### config.mk
export PLATFORM = sky130hd
export DESIGN_NAME = fifo_rd_stream
export DESIGN_NICKNAME = d
export VERILOG_FILES = /design/src/rtl/fifo_rd_pkg.sv /design/src/rtl/fifo_rd_stream.sv
export SDC_FILE = /design/constraint.sdc
export NUM_CORES = 1
export LEC_CHECK = 0
export ABC_AREA = 1
export ABC_CLOCK_PERIOD_IN_PS = 1400
export BUFFER_PORTS_ARGS = -buffer_cell sky130_fd_sc_hd__buf_2
export CAP_MARGIN = 20
export CORE_AREA = 4 4 80 60
export DETAILED_ROUTE_END_ITERATION = 6
export DIE_AREA = 0 0 84 64
export GPL_ROUTABILITY_DRIVEN = 0
export PLACE_DENSITY = 0.72
export REMOVE_ABC_BUFFERS = 1
export SLEW_MARGIN = 40
export SYNTH_ARGS = -nofsm -noshare
export SYNTH_HDL_FRONTEND = slang
export SYNTH_SLANG_ARGS = --single-unit
### constraint.sdc
create_clock -name rclk -period 1.4 [get_ports rclk]
set_clock_uncertainty 0.05 [all_clocks]
set_input_delay 0.21 -clock rclk [delete_from_list [all_inputs] [get_ports rclk]]
set_output_delay 0.21 -clock rclk [all_outputs]
set_load 0.01 [all_outputs]
### src/rtl/fifo_rd_pkg.sv
// Shared types for the FIFO read-side stream adapter.
package fifo_rd_pkg;

  typedef enum logic [1:0] {
    OCC_EMPTY = 2'd0,
    OCC_ONE   = 2'd1,
    OCC_TWO   = 2'd2
  } occ_e;

  localparam logic [1:0] OCC_MAX = 2'd2;

endpackage

### src/rtl/fifo_rd_stream.sv
// Drains a FWFT FIFO read port into a registered valid/ready stream through a
// 2-entry skid buffer, with a delivered-word counter and synchronous flush.
module fifo_rd_stream
  import fifo_rd_pkg::*;
#(
  parameter int DSIZE = 8,
  parameter int CNT_W = 16
) (
  input  logic             rclk,
  input  logic             rrst_n,
  input  logic             rempty,
  input  logic [DSIZE-1:0] rdata,
  output logic             rinc,
  input  logic             flush,
  output logic             m_valid,
  input  logic             m_ready,
  output logic [DSIZE-1:0] m_data,
  output logic [1:0]       occ,
  output logic [CNT_W-1:0] word_cnt
);

  occ_e             occ_r;
  logic [DSIZE-1:0] main_r;
  logic [DSIZE-1:0] skid_r;
  logic [CNT_W-1:0] word_cnt_r;
  logic             push_s;
  logic             pop_s;

  // The pop request is derived from registered occupancy only, so m_ready never reaches rinc.
  assign push_s   = rrst_n & ~rempty & ~flush & (occ_r != occ_e'(OCC_MAX));
  assign pop_s    = (occ_r != OCC_EMPTY) & m_ready;
  assign rinc     = push_s;
  assign m_valid  = (occ_r != OCC_EMPTY);
  assign m_data   = main_r;
  assign occ      = occ_r;
  assign word_cnt = word_cnt_r;

  // Skid pair occupancy, storage and delivered-word counter.
  always_ff @(posedge rclk or negedge rrst_n) begin
    if (!rrst_n) begin
      occ_r      <= OCC_EMPTY;
      main_r     <= {DSIZE{1'b0}};
      skid_r     <= {DSIZE{1'b0}};
      word_cnt_r <= {CNT_W{1'b0}};
    end else if (flush) begin
      occ_r      <= OCC_EMPTY;
      word_cnt_r <= {CNT_W{1'b0}};
    end else begin
      if (pop_s) begin
        word_cnt_r <= word_cnt_r + {{(CNT_W-1){1'b0}}, 1'b1};
      end
      case (occ_r)
        OCC_EMPTY: begin
          if (push_s) begin
            main_r <= rdata;
            occ_r  <= OCC_ONE;
          end
        end
        OCC_ONE: begin
          if (push_s && pop_s) begin
            main_r <= rdata;
          end else if (push_s) begin
            skid_r <= rdata;
            occ_r  <= OCC_TWO;
          end else if (pop_s) begin
            occ_r  <= OCC_EMPTY;
          end
        end
        OCC_TWO: begin
          // Full: no push can occur, so only the skid word moves forward.
          if (pop_s) begin
            main_r <= skid_r;
            occ_r  <= OCC_ONE;
          end
        end
        default: begin
          occ_r <= OCC_EMPTY;
        end
      endcase
    end
  end

endmodule

==> run metrics <==
status finished, violations left; violated checks setup timing; most frequent cells in the layout nand2_1, buf_2, dfrtp_1; Power Density 1070 mW/mm2; DIE WIDTH 84 um; slowest CP cell dfrtp_2; Overall Global Routing Usage 0.178; Rows 20; Routed Wire Length 4850 um; total gr overflow 0; Final setup viols 22; first-pass GRT wire length 7670 um; crit-path most repeated cell nand2_2; Critical R2R Capture m_data[6]; reg2reg setup slack -0.12 ns; worst setup path start occ[1]; cell class contributing the biggest share of worst-path delay simple AND/OR/NAND/NOR gates; Post-Syn Area 0.00187 mm2; clk buf depth 2; CP startpoint kind register; Seq/Total Area, Yosys 0.455; P_sw 925 uW; share of post-route cells with drive strength above 1 0.453; worst skew pair latency 0.28 ns; clk slew on worst S/H paths 0.06 ns; max-cap viol count 0; DR WL/cell 12.9 um; synthesized instance count 240; Layout Nets 336; Inserted Clock Buffers 5; cells on worst reg2reg path 7; Layout area overhead 43.9%; # IOs 41; Peak VDD IR 0.659 mV; Slew Limit Headroom 0.703; Net Sw Frac 0.323; I/O Buffers 40; sequential share of power 0.459; RR Startpoint occ[1]; worst path required time 1.52 ns; Period minus WS final 1.52 ns; Place WS -0.00436 ns; Crit path buffers/inverters 1; final hold vios 0; critical path cell sequence buf_6, nor2_4, nand4_1, nand2_2, nand2_4, nand2_2, nand2_2; die span in y 64 um; RSZ-0062 raised after global routing yes; detailed placement HPWL 3250 um; static leakage 0.00145 uW; fmax 657 MHz; Worst EP arrival 1.65 ns; Comb power frac 0.307; # fillers 347; post-layout util 0.655; setup ws final -0.123 ns; most common cell after layout, fill and taps aside nand2_1; Remaining DRCs 0; Root Buffer Master clkbuf_8; max-slew violations 0; Detailed Routing Iterations Pass 1 5; routed vias 1872; Core Area 0.00410 mm2; Avg Synthesized Cell Area 7.78 um2; library cells used by synthesis 26; top cell type's share of synthesized area 0.455; worst setup path end m_data[6]; Vias per Instance 4.97; CP Depth 7; CP Capture Type register; CTS HTree Levels 2; Tcrit/Tclk final 1.09; largest net degree at the start of global routing 35; Hold Crit Class input port to register; initial DRC count 125; Crit Path Class register to register; die area 0.00538 mm2; Routed Antenna Nets 0; antenna cell count 0; Starting Density 0.455; cell taking the most area after synthesis dfrtp_1; largest cells by area after synthesis dfrtp_1, nand2_1, inv_1, nor2_1, nand3_1; antenna violations before repair 0; worst slew pin tran 0.445 ns; Synthesis Warnings 0; clk sink count 34; CTS tree built; Clock power frac 0.234; slowest stage delay, CP 0.46 ns; vias in the first global route 1682; crit-path max FO 8; Seq cells post-synth 34; internal power 1940 uW
-- layer usage --
layer / share of wire / vias up / GRT usage / routed length [um]
met3: 0.063 / 8 / 0.0438 / 304
met4: 0.015 / 0 / 0.0622 / 72
met5: 0 / - / 0 / 0
li1: - / 921 / - / -
met1: 0.46 / 885 / 0.255 / 2210
met2: 0.47 / 58 / 0.262 / 2270
-- cell type report --
cell class	count	area, um2	area share
multi-input combinational	166	1000	0.373
sequential	34	853	0.318
timing repair buffer	80	554	0.206
inverter	35	131	0.0489
clock buffer	7	76.3	0.0284
tap	55	68.8	0.0256
-- logic make-up after synthesis --
group	after synthesis	synth area share
AND/OR/NAND/NOR	131	0.330
buffers and inverters	40	0.0904
flip-flops	34	0.455
AO/OA/AOI/OAI	33	0.113
XOR/XNOR	1	0.00469
adder cells (fa/ha/maj)	1	0.00670
-- synthesized netlist by cell type --
| library cell | n |
|---|---|
| a21oi_1 | 16 |
| a21oi_4 | 1 |
| buf_2 | 3 |
| buf_6 | 2 |
| dfrtp_1 | 34 |
| ha_1 | 1 |
| inv_1 | 33 |
| inv_2 | 2 |
| nand2_1 | 65 |
| nand2_2 | 3 |
| nand2_4 | 1 |
| nand3_1 | 19 |
| nand3_2 | 1 |
| nand3b_1 | 1 |
| nand4_1 | 5 |
| nand4_4 | 1 |
| nor2_1 | 27 |
| nor2_2 | 4 |
| nor2_4 | 2 |
| nor2_8 | 1 |
| nor3b_1 | 1 |
| o21ai_0 | 4 |
| o21ai_1 | 2 |
| o21ai_2 | 8 |
| o21bai_1 | 2 |
| xor2_1 | 1 |
-- metrics by stage --
step	setup TNS [ns]	hold slack [ns]	std cells	instance area, um2	total power, uW
finish	-1.65	0.140	377	2690	2870
global route	-3.45	0.140	377	2690	3050
CTS	-0.387	0.122	374	2510	2790
detailed placement	-0.00740	0.242	360	2340	2050
global placement	0	0.235	360	2340	2030
floorplan	-3.32	-0.136	235	1830	1690
-- flip-flops by register name (all words and copies together), names as in the netlist --
signal	cells
m_data	8
skid_r	8
word_cnt	16
occ	2
-- what timing repair did --
item                                   CTS  global route
gates resized for setup                 14            44
endpoints found under the hold margin   34             0
setup endpoints to repair               12            32
pin swaps                                6            15
hold buffers                             1             0
setup buffers                            7             5
-- worst min path at each step --
stage               depth (start not counted)           to  slack [ns]    from
global route                                2  word_cnt[0]        0.14   flush
CTS                                         2  word_cnt[0]        0.12   flush
detailed placement                          2    m_data[2]        0.24  rrst_n
global placement                            2    m_data[2]        0.24  rrst_n
floorplan                                   0    m_data[0]       -0.14  rrst_n
finish                                      2  word_cnt[0]        0.14   flush
-- power by group through the flow --
stage / Combinational [uW] / Sequential, uW / Clock, uW
5_1_grt: 981 / 1340 / 729
2_1_floorplan: 335 / 1360 / 0
6_report: 879 / 1320 / 672
3_5_place_dp: 755 / 1300 / 0
4_1_cts: 807 / 1290 / 694
3_3_place_gp: 742 / 1290 / 0
(Power assumes the default switching activity.)
